==> src/rtl/mem_access_unit.sv <==
// Memory stage: passes ALU results to write-back or performs one aligned load/store
// on a request/ack data bus, with misalignment and bus-timeout fault reporting.
module mem_access_unit #(
    parameter int TIMEOUT_CYCLES = 64
) (
    input  logic        clock,
    input  logic        reset,
    input  logic        flush,
    input  logic        in_valid,
    output logic        in_ready,
    input  logic [63:0] ex_out,
    input  logic [63:0] ex_B_data,
    input  logic [1:0]  ex_load_type,
    input  logic [1:0]  ex_store_type,
    input  logic        ex_signed_byte,
    input  logic        ex_signed_word,
    input  logic [4:0]  ex_W_regnum,
    input  logic        ex_write_enable,
    output logic        dmem_req,
    output logic        dmem_we,
    output logic [63:0] dmem_addr,
    output logic [63:0] dmem_wdata,
    output logic [7:0]  dmem_wstrb,
    input  logic        dmem_ack,
    input  logic [63:0] dmem_rdata,
    output logic        wb_valid,
    output logic [63:0] wb_W_data,
    output logic [4:0]  wb_W_regnum,
    output logic        wb_write_enable,
    output logic        addr_error,
    output logic        bus_error,
    output logic [63:0] bad_vaddr
);

    localparam int CNT_W = (TIMEOUT_CYCLES > 2) ? $clog2(TIMEOUT_CYCLES) : 1;
    localparam logic [CNT_W-1:0] CNT_LAST = CNT_W'(TIMEOUT_CYCLES - 1);

    typedef enum logic {IDLE = 1'b0, ACCESS = 1'b1} state_t;

    state_t            state_q;
    logic [CNT_W-1:0]  cnt_q;
    logic              flushed_q;
    logic [1:0]        ld_type_q;
    logic [2:0]        ld_off_q;
    logic              ld_sb_q;
    logic              ld_sw_q;
    logic [4:0]        pend_regnum_q;
    logic              pend_we_q;

    logic              dmem_req_q;
    logic              dmem_we_q;
    logic [63:0]       dmem_addr_q;
    logic [63:0]       dmem_wdata_q;
    logic [7:0]        dmem_wstrb_q;
    logic              wb_valid_q;
    logic [63:0]       wb_W_data_q;
    logic [4:0]        wb_W_regnum_q;
    logic              wb_write_enable_q;
    logic              addr_error_q;
    logic              bus_error_q;
    logic [63:0]       bad_vaddr_q;

    logic              accept_s;
    logic              is_store_s;
    logic              is_mem_s;
    logic              misaligned_s;
    logic [1:0]        size_s;

    function automatic logic [63:0] store_data(input logic [1:0] st, input logic [63:0] b);
        logic [63:0] r;
        case (st)
            2'd1:    r = {8{b[7:0]}};
            2'd2:    r = {2{b[31:0]}};
            2'd3:    r = b;
            default: r = 64'd0;
        endcase
        return r;
    endfunction

    function automatic logic [7:0] store_strb(input logic [1:0] st, input logic [2:0] off);
        logic [7:0] r;
        case (st)
            2'd1:    r = 8'b0000_0001 << off;
            2'd2:    r = off[2] ? 8'hF0 : 8'h0F;
            2'd3:    r = 8'hFF;
            default: r = 8'h00;
        endcase
        return r;
    endfunction

    // Little-endian lane extraction with optional sign extension.
    function automatic logic [63:0] load_extend(input logic [63:0] rd, input logic [1:0] lt,
                                                input logic [2:0] off, input logic sb,
                                                input logic sw);
        logic [7:0]  b;
        logic [31:0] w;
        logic [63:0] r;
        b = rd[{off, 3'b000} +: 8];
        w = off[2] ? rd[63:32] : rd[31:0];
        case (lt)
            2'd1:    r = sb ? {{56{b[7]}}, b} : {56'd0, b};
            2'd2:    r = sw ? {{32{w[31]}}, w} : {32'd0, w};
            2'd3:    r = rd;
            default: r = 64'd0;
        endcase
        return r;
    endfunction

    assign in_ready = (state_q == IDLE) & ~flush;
    assign accept_s = in_valid & in_ready;

    // Decode the incoming bundle: store wins over load, alignment per access size.
    always_comb begin
        is_store_s   = (ex_store_type != 2'd0);
        is_mem_s     = is_store_s | (ex_load_type != 2'd0);
        size_s       = 2'd0;
        misaligned_s = 1'b0;
        if (is_store_s) begin
            size_s = ex_store_type;
        end else begin
            size_s = ex_load_type;
        end
        case (size_s)
            2'd2:    misaligned_s = (ex_out[1:0] != 2'b00);
            2'd3:    misaligned_s = (ex_out[2:0] != 3'b000);
            default: misaligned_s = 1'b0;
        endcase
    end

    // Control FSM with all outputs registered; pulses default low each cycle.
    always_ff @(posedge clock or negedge reset) begin
        if (!reset) begin
            state_q           <= IDLE;
            cnt_q             <= '0;
            flushed_q         <= 1'b0;
            ld_type_q         <= 2'd0;
            ld_off_q          <= 3'd0;
            ld_sb_q           <= 1'b0;
            ld_sw_q           <= 1'b0;
            pend_regnum_q     <= 5'd0;
            pend_we_q         <= 1'b0;
            dmem_req_q        <= 1'b0;
            dmem_we_q         <= 1'b0;
            dmem_addr_q       <= 64'd0;
            dmem_wdata_q      <= 64'd0;
            dmem_wstrb_q      <= 8'd0;
            wb_valid_q        <= 1'b0;
            wb_W_data_q       <= 64'd0;
            wb_W_regnum_q     <= 5'd0;
            wb_write_enable_q <= 1'b0;
            addr_error_q      <= 1'b0;
            bus_error_q       <= 1'b0;
            bad_vaddr_q       <= 64'd0;
        end else begin
            wb_valid_q   <= 1'b0;
            addr_error_q <= 1'b0;
            bus_error_q  <= 1'b0;
            case (state_q)
                IDLE: begin
                    if (accept_s && !is_mem_s) begin
                        wb_valid_q        <= 1'b1;
                        wb_W_data_q       <= ex_out;
                        wb_W_regnum_q     <= ex_W_regnum;
                        wb_write_enable_q <= ex_write_enable;
                    end else if (accept_s && misaligned_s) begin
                        addr_error_q <= 1'b1;
                        bad_vaddr_q  <= ex_out;
                    end else if (accept_s) begin
                        state_q       <= ACCESS;
                        cnt_q         <= '0;
                        flushed_q     <= 1'b0;
                        dmem_req_q    <= 1'b1;
                        dmem_we_q     <= is_store_s;
                        dmem_addr_q   <= {ex_out[63:3], 3'b000};
                        dmem_wdata_q  <= is_store_s ? store_data(ex_store_type, ex_B_data) : 64'd0;
                        dmem_wstrb_q  <= is_store_s ? store_strb(ex_store_type, ex_out[2:0]) : 8'd0;
                        ld_type_q     <= is_store_s ? 2'd0 : ex_load_type;
                        ld_off_q      <= ex_out[2:0];
                        ld_sb_q       <= ex_signed_byte;
                        ld_sw_q       <= ex_signed_word;
                        pend_regnum_q <= ex_W_regnum;
                        pend_we_q     <= is_store_s ? 1'b0 : ex_write_enable;
                    end else begin
                        state_q <= IDLE;
                    end
                end
                ACCESS: begin
                    flushed_q <= flushed_q | flush;
                    if (dmem_ack) begin
                        state_q           <= IDLE;
                        dmem_req_q        <= 1'b0;
                        dmem_we_q         <= 1'b0;
                        dmem_wstrb_q      <= 8'd0;
                        wb_valid_q        <= ~(flushed_q | flush);
                        wb_W_data_q       <= load_extend(dmem_rdata, ld_type_q, ld_off_q,
                                                         ld_sb_q, ld_sw_q);
                        wb_W_regnum_q     <= pend_regnum_q;
                        wb_write_enable_q <= pend_we_q;
                    end else if (cnt_q == CNT_LAST) begin
                        state_q      <= IDLE;
                        dmem_req_q   <= 1'b0;
                        dmem_we_q    <= 1'b0;
                        dmem_wstrb_q <= 8'd0;
                        bus_error_q  <= ~(flushed_q | flush);
                        bad_vaddr_q  <= dmem_addr_q;
                    end else begin
                        cnt_q <= cnt_q + CNT_W'(1);
                    end
                end
                default: state_q <= IDLE;
            endcase
        end
    end

    assign dmem_req        = dmem_req_q;
    assign dmem_we         = dmem_we_q;
    assign dmem_addr       = dmem_addr_q;
    assign dmem_wdata      = dmem_wdata_q;
    assign dmem_wstrb      = dmem_wstrb_q;
    assign wb_valid        = wb_valid_q;
    assign wb_W_data       = wb_W_data_q;
    assign wb_W_regnum     = wb_W_regnum_q;
    assign wb_write_enable = wb_write_enable_q;
    assign addr_error      = addr_error_q;
    assign bus_error       = bus_error_q;
    assign bad_vaddr       = bad_vaddr_q;

endmodule
==> config.mk <==
export PLATFORM = sky130hd
export DESIGN_NAME = mem_access_unit
export DESIGN_NICKNAME = d
export VERILOG_FILES = /design/src/rtl/mem_access_unit.sv
export SDC_FILE = /design/constraint.sdc
export NUM_CORES = 1
export LEC_CHECK = 0
export ABC_AREA = 1
export ABC_CLOCK_PERIOD_IN_PS = 3180
export BUFFER_PORTS_ARGS = -buffer_cell sky130_fd_sc_hd__buf_2
export CORE_ASPECT_RATIO = 0.5
export CORE_MARGIN = 2
export CORE_UTILIZATION = 45
export CTS_BUF_LIST = sky130_fd_sc_hd__clkbuf_4 sky130_fd_sc_hd__clkbuf_8 sky130_fd_sc_hd__clkbuf_16
export DETAILED_ROUTE_END_ITERATION = 7
export PLACE_DENSITY_LB_ADDON = 0.12
export SYNTH_ARGS = -nofsm -noshare
export SYNTH_HDL_FRONTEND = slang
export SYNTH_SLANG_ARGS = --single-unit
==> constraint.sdc <==
create_clock -name clock -period 3.18 [get_ports clock]
set_input_delay 0.159 -clock clock [delete_from_list [all_inputs] [get_ports clock]]
set_output_delay 0.159 -clock clock [all_outputs]
set_load 0.02 [all_outputs]
* Word-level counts from Yosys, hierarchy flattened
Index checks and enable logic that the tools add are counted.
Word-level totals: bits in registers 293, bits of input ports 209, output and inout bits 276, word-level logic and storage cells 133
Operators by class: add/subtract/negate cells 1, equal/unequal tests 19, shift-type cells 2, mux-type cells 68, bitwise gates (word level) 9, reduce and logical (&&, ||, !) cells 13
Operator list (count):
- 2-to-1 mux 64 bit | 9
- case mux 64 bit (3 select lines) | 2
- case mux 64 bit (2 select lines) | 2
- variable part select 64 x 7 -> 8 bit | 1
- 2-to-1 mux 8 bit | 7
- 2-to-1 mux 32 bit | 1
- 2-to-1 mux 6 bit | 5
- 2-to-1 mux 1 bit | 27
- case mux 8 bit (3 select lines) | 1
- case mux 8 bit (2 select lines) | 1
- case mux 1 bit (2 select lines) | 7
- equality test 2 bit (second input constant) | 6
- != test 2 bit (second input constant) | 6
- case mux 6 bit (2 select lines) | 1
- AND reduction 4 bit | 3
- 2-to-1 mux 5 bit | 2
- case mux 5 bit (2 select lines) | 1
- << shifter 1 x 3 -> 8 bit (first input constant) | 1
- adder 6 x 1 -> 6 bit (second input constant) | 1
- equality test 6 bit (second input constant) | 1
- != test 2 x 1 -> 1 bit (second input constant) | 3
- nonzero test 2 bit | 3
- inverter 1 bit | 5
- AND reduction 5 bit | 1
- 10 further kinds | 15

* Longest topological paths before layout
word-level depth 8, mapped depth 11, gate-level depth less buffers 10

* Least setup slack after synthesis
Ideal clock, no wire load.
path kind register to register, start register state_q, end register dmem_req_q, in the netlist dmem_req, library setup time 0.140 ns, data arrival time 1.655 ns, required time 3.040 ns, setup slack 1.385 ns, cell stages (with the launch flop) 7, buffers on the path 0, clock period less this slack 1.795 ns, cell sequence dfrtp_1 -> nor2_1 -> nand2_1 -> nor2_1 -> nand2_4 -> a21oi_1 -> o21ai_0
On the way: word-level cells in the longest chain between the ends 6, elaborated cells between the ends (all ways) 11, those cells by class 4 x eq/ne; 1 x mux; 3 x bitwise; 3 x reduce/logical
RTL lines:
- start, declared | line 40 | state_t state_q;
- start signal, assigned | line 133 | state_q <= IDLE;
- start signal, assigned | line 169 | state_q <= ACCESS;
- start signal, assigned | line 184 | state_q <= IDLE;
- inverter 1 bit (no source line) *
- AND 1 bit * | line 109 | assign in_ready = (state_q == IDLE) & ~flush;
- via in_ready | line 10 | output logic in_ready,
- AND 1 bit * | line 110 | assign accept_s = in_valid & in_ready;
- logical AND 1 bit, on equally long branches | line 165, 160
- != test 2 bit (no source line)
- AND reduction 4 bit (no source line) *
- end signal, assigned | line 142 | dmem_req_q <= 1'b0;
- end signal, assigned | line 172 | dmem_req_q <= 1'b1;
- end signal, assigned | line 191 | dmem_req_q <= 1'b0;
- end, declared | line 50 | logic dmem_req_q;
Mark *: on every way through the listed nets, which the timed path passes. The rest lies on a longest branch. A chain may end at the register's enable or synchronous reset.

* Final worst setup path
start register ld_type_q[1], end register wb_W_data_q[1], in the netlist wb_W_data[1]
On the way: word-level cells in the longest chain between the ends 4, elaborated cells between the ends (all ways) 6, those cells by class 3 x eq/ne; 3 x mux
RTL lines:
- start, declared | line 43 | logic [1:0] ld_type_q;
- start signal, assigned | line 177 | ld_type_q <= is_store_s ? 2'd0 : ex_load_type;
- equality test 2 bit / equality test 2 x 1 -> 1 bit (equally long branches) | line 100 | case (lt)
- case mux 64 bit (3 select lines) * | line 100
- 2-to-1 mux 64 bit * | line 189 | if (dmem_ack) begin
- case mux 64 bit (2 select lines) * | line 158 | case (state_q)
- end signal, assigned | line 162 | wb_W_data_q <= ex_out;
- end signal, assigned | line 195 | wb_W_data_q <= load_extend(dmem_rdata, ld_type_q, ld_off_q,
- end, declared | line 56 | logic [63:0] wb_W_data_q;
Every way passes the cells marked *; elsewhere a longest branch is shown, timed or not. The select of a mux whose other input is x is not followed.

==> qor.log <==
qor: yosys.synth_enable_flop_cells 0
qor: yosys.synthesis.area_per_instance 7.69 um2
qor: yosys.postSynth.topFlopCell sky130_fd_sc_hd__dfrtp_1
qor: timing.max_freq 365 MHz
qor: yosys.synth-xor-area-share 0.121%
qor: critical_path.timing.critical_path.fanout_max 18
qor: timing.finalCriticalPeriod 2.74 ns
qor: detailed_routing.drt-total-wl 50800 um
qor: yosys.synthMostInstantiatedCell sky130_fd_sc_hd__nand2_1
qor: detailed_routing.route.detailed.drc 0
qor: cells_and_area.drive_above_1_share 23.7%
qor: worst_hold_path.hp-class input pin to register
qor: clocking.tritoncts built
qor: critical_path.arrival 3.23 ns
qor: status.run_status finished, final reports clean
qor: yosys.synth_area_leaders sky130_fd_sc_hd__dfrtp_1 50%, sky130_fd_sc_hd__nand2_1 11%, sky130_fd_sc_hd__nor2_1 7.2%
qor: cells_and_area.fill_cells 3003
qor: global_routing.grt_pass1_vias 14000
qor: die.die_area 33800 um2
qor: global_routing.initial_antenna_violation_count 7
qor: global_routing.largest_net_degree_at_the_start_of_global_routing 160
qor: yosys.synth.mux.area_fraction 0%
qor: die.initial_core_util 45.8%
qor: yosys.synth_fa_ha_area_share 0.0862%
qor: worst_hold_path.worst_hold_path.endpoint dmem_wdata[51]$_DFFE_PN0P_
qor: global_routing.grt.total_usage 28.9%
qor: critical_path.critical_path.startpoint_type register
qor: timing.max_slew.worst_pin.slew 0.749 ns
qor: global_routing.grt_first_pass_wirelength 77100 um
qor: detailed_routing.vias_post_dr 14900
qor: critical_path.crit-reg2reg-launch ld_type_q[1]$_DFFE_PN0P_
qor: yosys.synth_top_area_cell sky130_fd_sc_hd__dfrtp_1
qor: detailed_routing.drt_first_pass_iters 6
qor: power_and_ir_drop.post-layout-total-power 14.1 mW
qor: yosys.synth_cells 1888
qor: yosys.ys_seq_area_share 50.5%
qor: placement.place_congestion 0.944
qor: detailed_routing.wire_per_inst 17.5 um
qor: timing.grt_setup_unrepaired no
qor: timing.slew_violations 0
qor: clocking.cts-root-to-sink-buffers 3
qor: yosys.synth-compound-area-share 18.5%
qor: power_and_ir_drop.p_leak 10.2 nW
qor: cells_and_area.area.growth.synth_to_final 34.6%
qor: yosys.synth_seq_cells 293
qor: timing.relSlewSlack 50.1%
qor: worst_hold_path.timing.hold.worst.start ex_B_data[51]
qor: yosys.asyncSetResetFlopFracSynth 100%
qor: critical_path.timing.rr.end wb_W_data[1]$_DFFE_PN0P_
qor: yosys.synth_cell_types 38
qor: clocking.cts-htree-levels 1
qor: yosys.synth_simple_gate_area_share 21.5%
qor: cells_and_area.fin_cells 2901
qor: global_routing.global_route_congestion_overflow_total 0
qor: timing.fin_crit_sh 86.2%
qor: clocking.postCtsSetupBuffers 0
qor: critical_path.crit_type register to register
qor: detailed_routing.routed_via_density 5.15
qor: clocking.root_buffer sky130_fd_sc_hd__clkbuf_16
qor: die.core_area 31700 um2
qor: power_and_ir_drop.ratio_of_total_power_to_cell_area 721 nW/um2
qor: die.floorplan.io_pins 485
qor: timing.final_setup_violation_count 0
qor: critical_path.reg2reg_depth 7
qor: timing.timing_hold_violations_final 0
qor: die.dieWidth 258 um
qor: critical_path.timing.reg2reg.setup_slack 0.44 ns
qor: placement.hpwlAfterDp 36000 um
qor: power_and_ir_drop.vdd_ir_drop_max 0.000377 V
qor: die.number_of_rows_created_at_floorplan 46
qor: cells_and_area.num-nets-final 2645
qor: timing.finalClockSkew 0.0122 ns
qor: yosys.synth.cell_area 14500 um2
qor: worst_hold_path.whs_path_depth 5
qor: detailed_routing.detailedRoute.firstIterationViolations 1282
qor: clocking.cts.hold.buffers_added 136
qor: clocking.ctsResizeCount 0
qor: die.die_h 131 um
qor: yosys.post_synth_most_frequent_cells 427 x sky130_fd_sc_hd__nand2_1, 293 x sky130_fd_sc_hd__dfrtp_1, 278 x sky130_fd_sc_hd__nor2_1
qor: yosys.synth_top_family_by_area simple AND/OR/NAND/NOR gates
qor: clocking.numCtsBuffers 28
qor: timing.finalSetupTns 0 ns
qor: critical_path.cp.required 3.67 ns
qor: placement.placed_cells 2701
qor: yosys.synth_warnings 0
qor: critical_path.endpoint_kind register
qor: clocking.clk_transition_reported_paths 0.07 ns
qor: placement.port_buffers 481
qor: yosys.yosysTopAreaCellShare 50.5%
qor: clocking.clkSinkCount 293
qor: detailed_routing.remaining_number_of_nets_flagged_by_the_antenna_check_after_routing 0
qor: clocking.worstSkewPairLatency 0.57 ns
qor: job.cap_viol_max_count 0
metal layers:
layer  GRT usage [%]  up-vias  wire length (um)
met5               0        -                 0
met4            11.6        0              1850
met2            46.9      535             24000
met3            4.76      110              3010
li1                -     7198                 -
met1            39.1     7090             22000
worst max-delay path by stage:
stage | from | cells after the start | end
6_report | ld_type_q[1]$_DFFE_PN0P_ | 7 | wb_W_data[1]$_DFFE_PN0P_
5_1_grt | state_q$_DFF_PN0_ | 9 | dmem_wdata[27]$_DFFE_PN0P_
4_1_cts | state_q$_DFF_PN0_ | 9 | dmem_wdata[27]$_DFFE_PN0P_
3_5_place_dp | ld_type_q[1]$_DFFE_PN0P_ | 7 | wb_W_data[1]$_DFFE_PN0P_
3_3_place_gp | ld_type_q[1]$_DFFE_PN0P_ | 7 | wb_W_data[1]$_DFFE_PN0P_
2_1_floorplan | state_q$_DFF_PN0_ | 6 | dmem_req$_DFFE_PN0P_
cell usage in the layout (no fill, tap or decap), types with 2 or more instances in the layout:
| cell | synthesis | layout |
|---|---|---|
| sky130_fd_sc_hd__o21ai_2 | 4 | 4 |
| sky130_fd_sc_hd__clkbuf_4 | 0 | 7 |
| sky130_fd_sc_hd__o211ai_1 | 8 | 8 |
| sky130_fd_sc_hd__a311oi_1 | 7 | 7 |
| sky130_fd_sc_hd__o21ai_0 | 204 | 204 |
| sky130_fd_sc_hd__clkbuf_8 | 0 | 7 |
| sky130_fd_sc_hd__inv_1 | 177 | 177 |
| sky130_fd_sc_hd__nand2_2 | 2 | 2 |
| sky130_fd_sc_hd__nor2_1 | 278 | 278 |
| sky130_fd_sc_hd__a31oi_1 | 30 | 30 |
| sky130_fd_sc_hd__nand4_1 | 3 | 3 |
| sky130_fd_sc_hd__a22oi_1 | 32 | 32 |
| sky130_fd_sc_hd__xor2_1 | 2 | 2 |
| sky130_fd_sc_hd__inv_2 | 3 | 3 |
| sky130_fd_sc_hd__nor2_4 | 3 | 3 |
| sky130_fd_sc_hd__buf_4 | 17 | 18 |
| sky130_fd_sc_hd__clkinvlp_4 | 0 | 2 |
| sky130_fd_sc_hd__o31ai_1 | 8 | 8 |
| sky130_fd_sc_hd__diode_2 | 0 | 12 |
| sky130_fd_sc_hd__bufinv_16 | 0 | 3 |
| sky130_fd_sc_hd__clkbuf_16 | 0 | 28 |
| sky130_fd_sc_hd__clkinv_2 | 0 | 4 |
| sky130_fd_sc_hd__buf_12 | 0 | 9 |
| sky130_fd_sc_hd__conb_1 | 1 | 3 |
| sky130_fd_sc_hd__dfrtp_1 | 293 | 292 |
| sky130_fd_sc_hd__dlygate4sd3_1 | 0 | 136 |
| sky130_fd_sc_hd__a21oi_1 | 150 | 149 |
| sky130_fd_sc_hd__o21ai_1 | 47 | 47 |
| sky130_fd_sc_hd__nand2_1 | 427 | 427 |
| sky130_fd_sc_hd__nand3_1 | 66 | 66 |
| sky130_fd_sc_hd__buf_2 | 42 | 480 |
where the power goes:
part	switching, mW	leakage (nW)	total (mW)	internal (mW)
Sequential	0.670	3.57	5.47	4.80
Clock	1.52	0.493	3.62	2.10
Combinational	3.30	6.12	5.01	1.70
kinds of logic after synthesis:
family / after synthesis
XOR/XNOR: 2
flip-flops: 293
AND/OR/NAND/NOR: 788
AO/OA/AOI/OAI: 493
other: 1
buffers and inverters: 310
adder cells (fa/ha/maj): 1
registers in the layout, indices dropped and copies added (netlist names), 2 cells and up:
name / flops
cnt_q: 6
wb_W_data: 64
wb_W_regnum: 5
ld_type_q: 2
dmem_wstrb: 8
bad_vaddr: 64
ld_off_q: 3
dmem_addr: 61
pend_regnum_q: 5
dmem_wdata: 64
final cells by class:
class / count / area [um2] / share of cell area (%)
sequential: 293 / 7340 / 37.5
clock buffer: 42 / 850 / 4.35
antenna: 12 / 30.0 / 0.154
tap: 432 / 541 / 2.77
inverter: 181 / 679 / 3.48
clock inverter: 10 / 141 / 0.724
multi-input combinational: 1287 / 5870 / 30.0
timing repair buffer: 644 / 4090 / 21.0
worst max-delay path, cell delays in order, from the launching register on:
cell and delay [ns]:
sky130_fd_sc_hd__dfrtp_1 0.79, sky130_fd_sc_hd__inv_1 0.33, sky130_fd_sc_hd__nor3_4 0.68, sky130_fd_sc_hd__buf_4 0.35, sky130_fd_sc_hd__a22oi_1 0.09, sky130_fd_sc_hd__nand2_1 0.11
sky130_fd_sc_hd__nand2_1 0.11, sky130_fd_sc_hd__a21oi_1 0.18
through the flow:
step	instance area [um2]	hold WS [ns]	utilization, %	setup slack [ns]
2_1_floorplan	14500	-0.137	-	1.38
3_3_place_gp	17200	0.207	54.1	0.541
3_5_place_dp	17200	0.196	54.1	0.558
4_1_cts	19500	0.000856	61.5	0.505
5_1_grt	19500	0.0297	61.6	0.280
6_report	19500	0.0125	61.6	0.439
Power figures use the tool's default switching activity.
